[config.mk]
export PLATFORM = sky130hd
export DESIGN_NAME = keypad_key_fifo
export DESIGN_NICKNAME = d
export VERILOG_FILES = /design/src/rtl/keypad_pkg.sv /design/src/rtl/keypad_sync_fifo.sv /design/src/rtl/keypad_key_fifo.sv
export SDC_FILE = /design/constraint.sdc
export NUM_CORES = 1
export LEC_CHECK = 0
export ABC_AREA = 1
export CAP_MARGIN = 20
export CORE_UTILIZATION = 45
export CTS_CLUSTER_DIAMETER = 100
export CTS_CLUSTER_SIZE = 30
export DETAILED_ROUTE_END_ITERATION = 16
export PLACE_DENSITY = 0.66
export SLEW_MARGIN = 25
export SYNTH_ARGS = -nofsm -noshare
export SYNTH_HDL_FRONTEND = slang
export SYNTH_HIERARCHICAL = 1
export SYNTH_SLANG_ARGS = --single-unit
[constraint.sdc]
create_clock -name clk -period 4.3 [get_ports clk]
set_input_delay 0.86 -clock clk [delete_from_list [all_inputs] [get_ports clk]]
set_output_delay 0.86 -clock clk [all_outputs]
set_load 0.05 [all_outputs]
[src/rtl/keypad_pkg.sv]
// Shared constants for the keypad key FIFO: idle key code, register window addresses and the
// STATUS word bit layout.
package keypad_pkg;

    localparam logic [7:0] KEY_NONE    = 8'h00;

    localparam logic       ADDR_DATA   = 1'b0;
    localparam logic       ADDR_STATUS = 1'b1;

    localparam int unsigned ST_NOT_EMPTY = 0;
    localparam int unsigned ST_FULL      = 1;
    localparam int unsigned ST_OVF       = 2;
    localparam int unsigned ST_COUNT_LSB = 8;

endpackage

[src/rtl/keypad_sync_fifo.sv]
// Single-clock FIFO holding key codes: storage, wrapping pointers, fill count and flags.
// Accepts a push while full only when a pop happens in the same cycle.
module keypad_sync_fifo #(
    parameter int unsigned DEPTH = 8,
    parameter int unsigned KEY_W = 8
) (
    input  logic                     clk,
    input  logic                     rst_n,
    input  logic                     push,
    input  logic                     pop,
    input  logic [KEY_W-1:0]         wdata,
    output logic [KEY_W-1:0]         head,
    output logic [$clog2(DEPTH):0]   count,
    output logic                     full,
    output logic                     empty
);

    localparam int unsigned AW = $clog2(DEPTH);
    localparam int unsigned CW = AW + 1;

    logic [KEY_W-1:0] mem [DEPTH];
    logic [AW-1:0]    wr_ptr_q, wr_ptr_d;
    logic [AW-1:0]    rd_ptr_q, rd_ptr_d;
    logic [CW-1:0]    count_q, count_d;
    logic             do_push, do_pop;

    assign full    = (count_q == CW'(DEPTH));
    assign empty   = (count_q == '0);
    assign do_pop  = pop && !empty;
    assign do_push = push && (!full || do_pop);
    assign head    = mem[rd_ptr_q];
    assign count   = count_q;

    always_comb begin
        wr_ptr_d = wr_ptr_q;
        rd_ptr_d = rd_ptr_q;
        count_d  = count_q;
        if (do_push) wr_ptr_d = wr_ptr_q + AW'(1);
        if (do_pop)  rd_ptr_d = rd_ptr_q + AW'(1);
        case ({do_push, do_pop})
            2'b10:   count_d = count_q + CW'(1);
            2'b01:   count_d = count_q - CW'(1);
            default: count_d = count_q;
        endcase
    end

    always_ff @(posedge clk) begin
        if (!rst_n) begin
            wr_ptr_q <= '0;
            rd_ptr_q <= '0;
            count_q  <= '0;
        end else begin
            wr_ptr_q <= wr_ptr_d;
            rd_ptr_q <= rd_ptr_d;
            count_q  <= count_d;
        end
    end

    // Storage needs no reset: the count alone decides which entries are valid.
    always_ff @(posedge clk) begin
        if (do_push) mem[wr_ptr_q] <= wdata;
    end

endmodule

[src/rtl/keypad_key_fifo.sv]
// Keypad consumer: turns new keypresses into FIFO pushes and exposes a DATA/STATUS read window.
// Define KEYPAD_KEY_FIFO_IRQ_EN to drive irq from the registered not-empty flag.
module keypad_key_fifo
    import keypad_pkg::*;
#(
    parameter int unsigned DEPTH  = 8,
    parameter int unsigned KEY_W  = 8,
    parameter int unsigned DATA_W = 32
) (
    input  logic              clk,
    input  logic              rst_n,
    input  logic [KEY_W-1:0]  key_code,
    input  logic              rd_en,
    input  logic              rd_addr,
    output logic [DATA_W-1:0] rd_data,
    output logic              irq
);

    localparam int unsigned CW = $clog2(DEPTH) + 1;

    logic [KEY_W-1:0]  key_prev_q;
    logic              ovf_q, ovf_d;
    logic [DATA_W-1:0] rd_data_q, rd_data_d;
    logic [KEY_W-1:0]  head;
    logic [CW-1:0]     count;
    logic              full, empty;
    logic              press, pop, push;
    logic [DATA_W-1:0] status_word;

    assign press = (key_code != KEY_W'(KEY_NONE)) && (key_code != key_prev_q);
    assign pop   = rd_en && (rd_addr == ADDR_DATA) && !empty;
    assign push  = press && (!full || pop);

    keypad_sync_fifo #(
        .DEPTH (DEPTH),
        .KEY_W (KEY_W)
    ) u_fifo (
        .clk   (clk),
        .rst_n (rst_n),
        .push  (push),
        .pop   (pop),
        .wdata (key_code),
        .head  (head),
        .count (count),
        .full  (full),
        .empty (empty)
    );

    always_comb begin
        status_word                          = '0;
        status_word[ST_NOT_EMPTY]            = !empty;
        status_word[ST_FULL]                 = full;
        status_word[ST_OVF]                  = ovf_q;
        status_word[ST_COUNT_LSB +: CW]      = count;
    end

    always_comb begin
        ovf_d     = ovf_q;
        rd_data_d = rd_data_q;
        if (rd_en) begin
            if (rd_addr == ADDR_STATUS) begin
                rd_data_d = status_word;
                ovf_d     = 1'b0;
            end else begin
                rd_data_d = empty ? '0 : {{(DATA_W-KEY_W){1'b0}}, head};
            end
        end
        // A drop in the same cycle as a STATUS read must not be lost.
        if (press && full && !pop) ovf_d = 1'b1;
    end

    always_ff @(posedge clk) begin
        if (!rst_n) begin
            key_prev_q <= '0;
            ovf_q      <= 1'b0;
            rd_data_q  <= '0;
        end else begin
            key_prev_q <= key_code;
            ovf_q      <= ovf_d;
            rd_data_q  <= rd_data_d;
        end
    end

    assign rd_data = rd_data_q;

`ifdef KEYPAD_KEY_FIFO_IRQ_EN
    logic irq_q;

    always_ff @(posedge clk) begin
        if (!rst_n) irq_q <= 1'b0;
        else        irq_q <= !empty;
    end

    assign irq = irq_q;
`else
    assign irq = 1'b0;
`endif

endmodule

==> results of run 1 <==
## layer usage
layer	share of wire (%)	routed length, µm
met1	45	3670
met2	49	3990
met3	4.6	377
met4	1.7	138
met5	0	0
## cell families after synthesis
logic type | synth area share [%]
other | 0.0875
AO/OA/AOI/OAI | 7.59
flip-flops | 60.7
XOR/XNOR | 0.818
multiplexers | 3.74
adder cells (fa/ha/maj) | 1.64
buffers and inverters | 9.61
AND/OR/NAND/NOR | 15.8
## report_power, final
| part | switching, mW | internal [mW] | leakage [nW] |
|---|---|---|---|
| Sequential | 0.0936 | 1.18 | 0.866 |
| Combinational | 0.478 | 0.232 | 0.899 |
| Clock | 0.310 | 0.327 | 0.110 |
## tightest hold or removal path, cell delays in order (launching register included)
cell	delay [ns]
dfxtp_1	0.32
nand2_1	0.06
a21oi_1	0.05
## registers in the layout, summed over array words and instances (netlist names), named ones only
register,flops
ovf_q,1
u_fifo/count,4
key_prev_q,8
u_fifo/mem,64
u_fifo/wr_ptr_q,3
rd_data,12
u_fifo/rd_ptr_q,3
## Yosys cell counts
library cell	n
a31oi_1	2
buf_4	24
a21oi_1	18
clkinv_4	1
o22ai_1	16
conb_1	1
nand2_1	90
nor2_4	2
mux2i_1	16
xor2_1	1
inv_1	36
nor3_1	2
nor2_1	35
xnor2_1	3
a21oi_2	2
nand4_1	1
ha_1	4
nand3_4	1
nand2_2	6
o21ai_0	18
edfxtp_1	64
dfxtp_1	34
inv_4	1
buf_6	3
nand3_1	15
nor2_2	1
buf_2	5
nand3_2	1
inv_2	3
o21ai_1	3
fa_1	1
clkbuf_1	3
nand2_4	2
## area by class of cell
type	instances	share of cell area (%)
Clock buffer	9	2.58
Clock inverter	7	1.93
Inverter	41	3.37
Multi-Input combinational cell	261	28.1
Sequential cell	98	54.3
Tap cell	129	3.37
Timing Repair Buffer	33	6.37
## through the flow
| stage | area, µm² | hold slack [ns] |
|---|---|---|
| 2_1_floorplan | 4360 | 0.433 |
| 3_3_place_gp | 4580 | 0.459 |
| 3_5_place_dp | 4580 | 0.456 |
| 4_1_cts | 4790 | 0.470 |
| 5_1_grt | 4790 | 0.496 |
| 6_report | 4790 | 0.468 |
## final timing paths
kind,start,end,slack (ns),cells past startpoint
worst max-delay path,key_code[1],u_fifo/count[3],1.04,17
worst min-delay path,rd_data[9],rd_data[9],0.47,2
worst max register to register,u_fifo/count[0],u_fifo/count[3],1.65,18
worst min register to register,rd_data[9],rd_data[9],0.47,2
==> key figures, run 1 <==
STA
  – Post-route setup TNS: 0 ns
  – Worst-margin pin slew: 0.869 ns
  – Final setup violation count: 0
  – Fmax: 307 MHz
  – Final worst slack: 1.04 ns
  – Final min period: 3.26 ns
  – Tcrit/Tclk final: 75.8%
  – Final hold vios: 0
  – RSZ-0062 raised after global routing: false
  – Slew HR: 42.0%
  – Pins Over Slew Limit: 0
  – Setup Skew: 0.0126 ns

Cells and area
  – Layout Cells excl Fill: 578
  – # diodes: 0
  – Layout cells sized above 1: 10.5%
  – Footprint of the multi-input gates: 0.00135 mm²
  – Area added between synthesis and finish: 11.9%
  – Commonest non-fill, non-tap cell in the layout: nand2_1
  – Fillers: 810
  – Core Util, Final: 51.9%
  – # nets final: 461
  – FF+latch area: 0.00260 mm²
  – Most frequent cells in the layout: nand2_1, edfxtp_1, inv_1

Clock tree
  – Root Driver: clkbuf_8
  – Htree depth: 3
  – CTS buffer count: 9
  – Clock Latency Late Sink: 0.36 ns
  – # clock sinks: 98
  – Hold Buf Count CTS: 0
  – Clock slew at reported path FFs: 0.09 ns
  – Post-cts sizing count: 0
  – Postcts setup bufs: 0
  – Clock Tree Buf Depth: 2
  – CTS tree: yes

Critical path
  – Crit path kind: input pin to register
  – Crit path max-delay cell type: clkdlybuf4s50_1
  – CP arrival: 3.52 ns
  – Crit-path leading delay family: simple AND/OR/NAND/NOR gates
  – CP Cell Sequence: clkdlybuf4s50_1 > inv_1 > nand2_1 > nor3_1 > nand2_1 > nand2_1 > nor2_1 > inv_1 > nand3_2 > inv_1 > ha_1 > a21oi_1 > nand3_1 > nand2_2 > nand3_1 > nand2_1 > nor2_2
  – Crit start category: input pin
  – Maximum fanout along the worst path: 11
  – WP buf/inv: 4
  – Most Frequent Cell on Critical Path: nand2_1
  – CP Capture Type: register
  – Max stage delay on crit path: 0.70 ns
  – Worst EP required: 4.56 ns

Global routing
  – M3 GR Usage: 3.58%
  – Total GRT Usage: 17.8%
  – Met2 Use GR: 29.4%
  – Pin count of the biggest net entering global routing: 33
  – Most used routing layer: met2
  – Initial antenna violation count: 0
  – First-pass GRT wire length: 13.0 mm
  – GRT met1 Usage: 22.7%
  – Vias in the first global route: 2623
  – Grt ovf: 0

Synthesis
  – Yosys top cell by area: edfxtp_1
  – Post-synthesis register bit count: 98
  – Synth top area cells: edfxtp_1, dfxtp_1, nand2_1
  – Synth Cell Area: 0.00429 mm²
  – Synth warn: 6
  – Sequential share of the synthesized area: 60.7%
  – Synth cell types: 33
  – Cells after synthesis: 415
  – Post-Syn Area per Cell: 10.3 µm²
  – Yosys top cell area share: 44.8%

Worst hold path
  – Hold WC Path Type: register to register

Pwr
  – Pleak: 1.88 nW
  – VDD IR max: 0.000225 V
  – Power per cell area: 546 mW/mm²
  – Pwr Total: 2.62 mW

Routing
  – Routed vias/inst: 4.88
  – Antenna Nets Post-Route: 0
  – WL/cell: 14.1 µm
  – Total vias in the final route: 2818
  – First DRT Iteration DRCs: 197
  – Final wirelength: 8.17 mm
  – DR DRC count: 0
  – Drt pass-1 iters: 5

Die
  – Row cnt: 35
  – Initial Util: 46.4%
  – Core area: 0.00924 mm²
  – DIE AREA: 0.00992 mm²
  – Die W: 99.6 µm
  – # IOs: 45
  – Die Span Y: 99.6 µm

Run
  – Max-cap viol count: 0

Run status
  – Outcome: finished, final reports clean

Placement
  – DP Wirelength: 5.51 mm
  – Dpl cells: 562
  – Global placer's final weighted congestion: 0.795
  – Pre-CTS setup slack: 0.655 ns
  – I/O Buffers: 23
No activity file was read; power rests on OpenSTA's default activity.
==> run 2: changes to the inputs <==
--- a/config.mk
+++ b/config.mk
@@ -11,7 +11,7 @@
 export CTS_CLUSTER_DIAMETER = 100
 export CTS_CLUSTER_SIZE = 30
 export DETAILED_ROUTE_END_ITERATION = 16
-export PLACE_DENSITY = 0.66
+export PLACE_DENSITY = 0.68
 export SLEW_MARGIN = 25
 export SYNTH_ARGS = -nofsm -noshare
 export SYNTH_HDL_FRONTEND = slang
==> constraint.sdc (replaced) <==
create_clock -name clk -period 2.77 [get_ports clk]
set_input_delay 0.554 -clock clk [delete_from_list [all_inputs] [get_ports clk]]
set_output_delay 0.554 -clock clk [all_outputs]
set_load 0.05 [all_outputs]
==> run 2 against run 1 <==
- combinational power grew 62%
- sequential power grew 53%
- critical path depth grew 2
- utilization grew 1.1 points
- clock power grew 28%
- wire length shrank 3.9%
- power grew 49%
- worst hold slack gained 0.0023 ns
- die area is the same
- sequential share of layout area shrank 1.1 points
- sequential cell count is the same
- highest routed layer unchanged
==> key figures, run 2 (synthesis results as in run 1) <==
Placement
  – I/O Buffers: 23
  – Global placer's final weighted congestion: 0.801
  – Dpl cells: 580
  – Pre-CTS setup slack: -0.0578 ns
  – DP Wirelength: 5.75 mm
  – Post-DP Area: 0.00472 mm²

Cells and area
  – Fillers: 803
  – Most frequent cells in the layout: nand2_1, edfxtp_1, inv_1
  – Commonest non-fill, non-tap cell in the layout: nand2_1
  – # nets final: 479
  – Layout Cells excl Fill: 596
  – Max FFs per register: 64
  – Layout cells sized above 1: 13.3%
  – Largest Register: u_fifo/mem
  – # diodes: 0
  – Design area: 0.00489 mm²
  – Area added between synthesis and finish: 14.2%

Die
  – # IOs: 45
  – Core area: 0.00924 mm²
  – Die W: 99.6 µm
  – Row cnt: 35
  – DIE AREA: 0.00992 mm²
  – Die Span Y: 99.6 µm
  – Initial Util: 46.4%

Pwr
  – Power per cell area: 798 mW/mm²
  – VDD IR max: 0.000456 V
  – Pleak: 1.94 nW
  – Register share of total power: 49.7%
  – Net switching power: 1.36 mW
  – Sw Share: 34.8%
  – Combinational Power Share: 29.5%
  – Int Power: 2.55 mW
  – Clock power share: 20.9%

Clock tree
  – Hold Buf Count CTS: 0
  – # clock sinks: 98
  – Clock slew at reported path FFs: 0.09 ns
  – Htree depth: 3
  – CTS buffer count: 9
  – Postcts setup bufs: 0
  – Root Driver: clkbuf_8
  – Clock Tree Buf Depth: 2
  – Clock Latency Late Sink: 0.35 ns
  – CTS tree: yes
  – Post-cts sizing count: 0

Critical path
  – CP Capture Type: register
  – Maximum fanout along the worst path: 4
  – Crit start category: input pin
  – CP Cell Sequence: clkdlybuf4s50_1 > inv_1 > nand2_1 > nand2_1 > nand2_1 > nor2_1 > nand2_1 > nand2_1 > nor2_1 > inv_1 > nand3_2 > inv_1 > ha_1 > a21oi_1 > nand3_1 > nand2_2 > nand3_1 > nand2_1 > nor2_2
  – Max stage delay on crit path: 0.53 ns
  – WP buf/inv: 4
  – CP arrival: 2.70 ns
  – Crit path max-delay cell type: clkdlybuf4s50_1
  – Crit-path leading delay family: simple AND/OR/NAND/NOR gates
  – Worst EP required: 3.02 ns
  – Crit path kind: input pin to register
  – Most Frequent Cell on Critical Path: nand2_1

Routing
  – Drt pass-1 iters: 4
  – Total vias in the final route: 2805
  – DR DRC count: 0
  – Antenna Nets Post-Route: 0
  – First DRT Iteration DRCs: 250
  – Routed vias/inst: 4.71
  – Final wirelength: 7.85 mm
  – WL/cell: 13.2 µm

Global routing
  – Total GRT Usage: 17.1%
  – First-pass GRT wire length: 12.9 mm
  – Pin count of the biggest net entering global routing: 33
  – Vias in the first global route: 2661
  – Initial antenna violation count: 0
  – Grt ovf: 0

Run
  – Max-cap viol count: 0

STA
  – Pins Over Slew Limit: 0
  – Post-route setup TNS: 0 ns
  – Final setup violation count: 0
  – Fmax: 408 MHz
  – Final worst slack: 0.321 ns
  – Fin Hold WS: 0.470 ns
  – RSZ-0062 raised after global routing: false
  – Final hold vios: 0
  – Setup Skew: 0.0109 ns
  – Tcrit/Tclk final: 88.4%
  – Final min period: 2.45 ns
  – Slew HR: 61.0%
  – Worst-margin pin slew: 0.585 ns

Run status
  – Outcome: finished, final reports clean

Worst hold path
  – Hold WC Path Type: register to register
[run 2: cell types whose count changed in the layout (fill, tap and decap cells not counted), sizes merged]
cell,previous run,this run
clkbuf,9,10
bufinv,2,0
buf,10,28
clkinv,4,5
[run 2: through the flow]
step / utilization, % / power (mW)
6_report: 53.0 / 3.90
5_1_grt: 53.0 / 4.13
4_1_cts: 53.0 / 3.94
3_5_place_dp: 51.1 / 3.14
3_3_place_gp: 51.1 / 3.09
2_1_floorplan: - / 2.79
[run 2: cell type report]
class                      count  area [µm²]  area share [%]
multi-input combinational    261        1350            27.5
timing repair buffer          51         453            9.25
clock inverter                 6        42.5           0.869
sequential                    98        2600            53.2
clock buffer                  10         128            2.61
inverter                      41         161            3.30
tap                          129         161            3.30
[run 2: power by group through the flow]
stage | Sequential (mW) | Combinational (mW) | Clock (mW)
after detailed placement | 1.98 | 1.16 | 0
after CTS | 1.94 | 1.16 | 0.830
final | 1.94 | 1.15 | 0.815
after floorplan | 2.01 | 0.776 | 0
after global placement | 1.96 | 1.13 | 0
after global routing | 1.96 | 1.28 | 0.888
[run 2: tightest hold or removal path, delay by kind of cell, from the launching register on]
family | cells | cell delay [ns]
flops | 1 | 0.32
simple gates | 1 | 0.06
compound gates | 1 | 0.05
[run 2: final timing paths]
| check | start | endpoint | slack [ns] | depth (start not counted) |
|---|---|---|---|---|
| worst min-delay path | rd_data[9] | rd_data[9] | 0.47 | 2 |
| worst max-delay path | key_code[4] | u_fifo/count[3] | 0.32 | 19 |
| worst max register to register | u_fifo/count[0] | u_fifo/count[3] | 0.42 | 18 |
| worst min register to register | rd_data[9] | rd_data[9] | 0.47 | 2 |
[run 2: layer usage]
metal / up-vias / GRT usage (%) / wire length (µm)
met3: 10 / 2.53 / 303
met4: 0 / 6.67 / 97
met2: 57 / 28.8 / 3960
li1: 1448 / - / -
met5: - / 0 / 0
met1: 1290 / 22.3 / 3490
==> run 3: changes to the inputs <==
--- a/config.mk
+++ b/config.mk
@@ -11,7 +11,7 @@
 export CTS_CLUSTER_DIAMETER = 100
 export CTS_CLUSTER_SIZE = 30
 export DETAILED_ROUTE_END_ITERATION = 16
-export PLACE_DENSITY = 0.68
+export PLACE_DENSITY = 0.66
 export SLEW_MARGIN = 25
 export SYNTH_ARGS = -nofsm -noshare
 export SYNTH_HDL_FRONTEND = slang
==> constraint.sdc (replaced) <==
create_clock -name clk -period 2.65 [get_ports clk]
set_input_delay 0.53 -clock clk [delete_from_list [all_inputs] [get_ports clk]]
set_output_delay 0.53 -clock clk [all_outputs]
set_load 0.05 [all_outputs]
==> run 3 against run 2 <==
- register-to-register slack worse by 0.12 ns
- worst setup slack worse by 0.065 ns
- combinational power up 9%
- sequential power up 4%
- non-clock buffer count up 3
- critical path type unchanged
- largest cell class unchanged
==> key figures, run 3 (synthesis results as in run 1) <==
STA
  – Post-route setup TNS: 0 ns
  – Pins Over Slew Limit: 0
  – Tcrit/Tclk final: 90.4%
  – Setup Skew: 0.00787 ns
  – Final min period: 2.39 ns
  – RSZ-0062 raised after global routing: false
  – Final hold vios: 0
  – Worst-margin pin slew: 0.498 ns
  – Fmax: 418 MHz
  – Fin Hold WS: 0.471 ns
  – Slew HR: 66.7%
  – Final setup violation count: 0

Critical path
  – Worst EP required: 2.91 ns
  – Crit path max-delay cell type: clkdlybuf4s50_1
  – Most Frequent Cell on Critical Path: nand2_1
  – WP buf/inv: 4
  – CP arrival: 2.66 ns
  – Crit-path leading delay family: simple AND/OR/NAND/NOR gates
  – Crit path kind: input pin to register
  – Maximum fanout along the worst path: 4
  – Max stage delay on crit path: 0.52 ns
  – Crit start category: input pin
  – CP Capture Type: register
  – CP Cell Sequence: clkdlybuf4s50_1 > inv_1 > nand2_1 > nand2_1 > nand2_1 > nor2_1 > nand2_1 > nand2_1 > nor2_1 > inv_1 > nand3_2 > inv_1 > ha_1 > nand3_1 > nand3_1 > nand2_2 > a21oi_1 > nor2_2

Cells and area
  – Most frequent cells in the layout: nand2_1, edfxtp_1, inv_1
  – Area added between synthesis and finish: 15.3%
  – Design area: 0.00494 mm²
  – Largest Register: u_fifo/mem
  – Commonest non-fill, non-tap cell in the layout: nand2_1
  – Core Util, Final: 53.5%
  – # diodes: 0
  – Layout cells sized above 1: 14.5%
  – Max FFs per register: 64
  – # nets final: 482

Pwr
  – Sw Share: 34.6%
  – Register share of total power: 47.4%
  – Int Power: 2.77 mW
  – Net switching power: 1.47 mW
  – Combinational Power Share: 29.4%
  – Power per cell area: 857 mW/mm²
  – Pleak: 1.96 nW
  – VDD IR max: 0.000521 V
  – Clock power share: 23.2%

Global routing
  – First-pass GRT wire length: 13.5 mm
  – Grt ovf: 0
  – Total GRT Usage: 18.0%
  – Initial antenna violation count: 0
  – Pin count of the biggest net entering global routing: 34
  – Vias in the first global route: 2726

Worst hold path
  – Hold WC Path Type: register to register

Routing
  – Total vias in the final route: 2897
  – WL/cell: 13.6 µm
  – Final wirelength: 8.16 mm
  – Antenna Nets Post-Route: 0
  – Routed vias/inst: 4.84
  – DR DRC count: 0
  – Drt pass-1 iters: 4
  – First DRT Iteration DRCs: 195

Placement
  – DP Wirelength: 5.68 mm
  – Global placer's final weighted congestion: 0.776
  – Post-DP Area: 0.00473 mm²
  – I/O Buffers: 23

Clock tree
  – Postcts setup bufs: 0
  – CTS buffer count: 9
  – CTS tree: yes
  – Htree depth: 3
  – Clock Latency Late Sink: 0.36 ns
  – # clock sinks: 98
  – Clock slew at reported path FFs: 0.10 ns
  – Root Driver: clkbuf_8
  – Clock Tree Buf Depth: 2

Die
  – Core area: 0.00924 mm²
  – Die W: 99.6 µm
  – # IOs: 45
  – Die Span Y: 99.6 µm
  – Initial Util: 46.4%
  – Row cnt: 35
  – DIE AREA: 0.00992 mm²

Run
  – Max-cap viol count: 0

Run status
  – Outcome: finished, final reports clean
==> run 3: cell count changes in the layout (fill, tap and decap cells not counted), sizes merged <==
cell	before	now
buf	28	31
clkinv	5	2
clkinvlp	1	3
bufinv	0	1
clkbuf	10	9
inv	41	42
==> run 3: worst paths after layout <==
kind / startpoint / to / slack, ns / depth (start not counted)
hold reg to reg: rd_data[8] / rd_data[8] / 0.47 / 2
setup reg to reg: u_fifo/count[2] / u_fifo/count[3] / 0.30 / 17
hold / removal: rd_data[8] / rd_data[8] / 0.47 / 2
setup / recovery: key_code[4] / u_fifo/count[3] / 0.26 / 18
==> run 3: final cells by class <==
type | count | area [µm²]
Tap cell | 129 | 161
Clock buffer | 9 | 124
Multi-Input combinational cell | 261 | 1350
Clock inverter | 7 | 77.6
Sequential cell | 98 | 2600
Timing Repair Buffer | 54 | 463
Fill cell | 845 | 4300
Inverter | 41 | 161
==> run 3: routing by layer <==
metal | vias to the layer above | routed length, µm | GRT usage, %
li1 | 1447 | - | -
met1 | 1369 | 3780 | 24.8
met2 | 70 | 3910 | 28.4
met3 | 11 | 328 | 3.30
met4 | 0 | 137 | 7.35
met5 | - | 0 | 0
==> run 3: timing repair <==
item / CTS / global route
endpoints found under the setup margin: 0 / 1
gates resized for setup: 0 / 1
hold buffers: 0 / 0
==> run 3: per-stage QoR <==
step	setup WS (ns)	power, mW	std cells
2_1_floorplan	0.262	2.91	435
3_3_place_gp	-0.0791	3.25	583
3_5_place_dp	-0.147	3.29	583
4_1_cts	0.245	4.26	599
5_1_grt	0.0310	4.47	599
6_report	0.256	4.23	599
==> run 3: power by group through the flow <==
stage | clock (mW) | combinational, mW | sequential [mW]
after floorplan | 0 | 0.811 | 2.10
after global placement | 0 | 1.22 | 2.03
after detailed placement | 0 | 1.24 | 2.05
after CTS | 0.998 | 1.25 | 2.01
after global routing | 1.06 | 1.37 | 2.04
final | 0.981 | 1.25 | 2.01
==> run 3: worst reg2reg max path: cells and delay by family, from the launching register on <==
kind	cells	cell delay, ns
flip-flops	1	0.43
AND/OR/NAND/NOR	11	1.06
buffers and inverters	4	0.27
AO/OA/AOI/OAI	1	0.15
adder cells (fa/ha/maj)	1	0.33
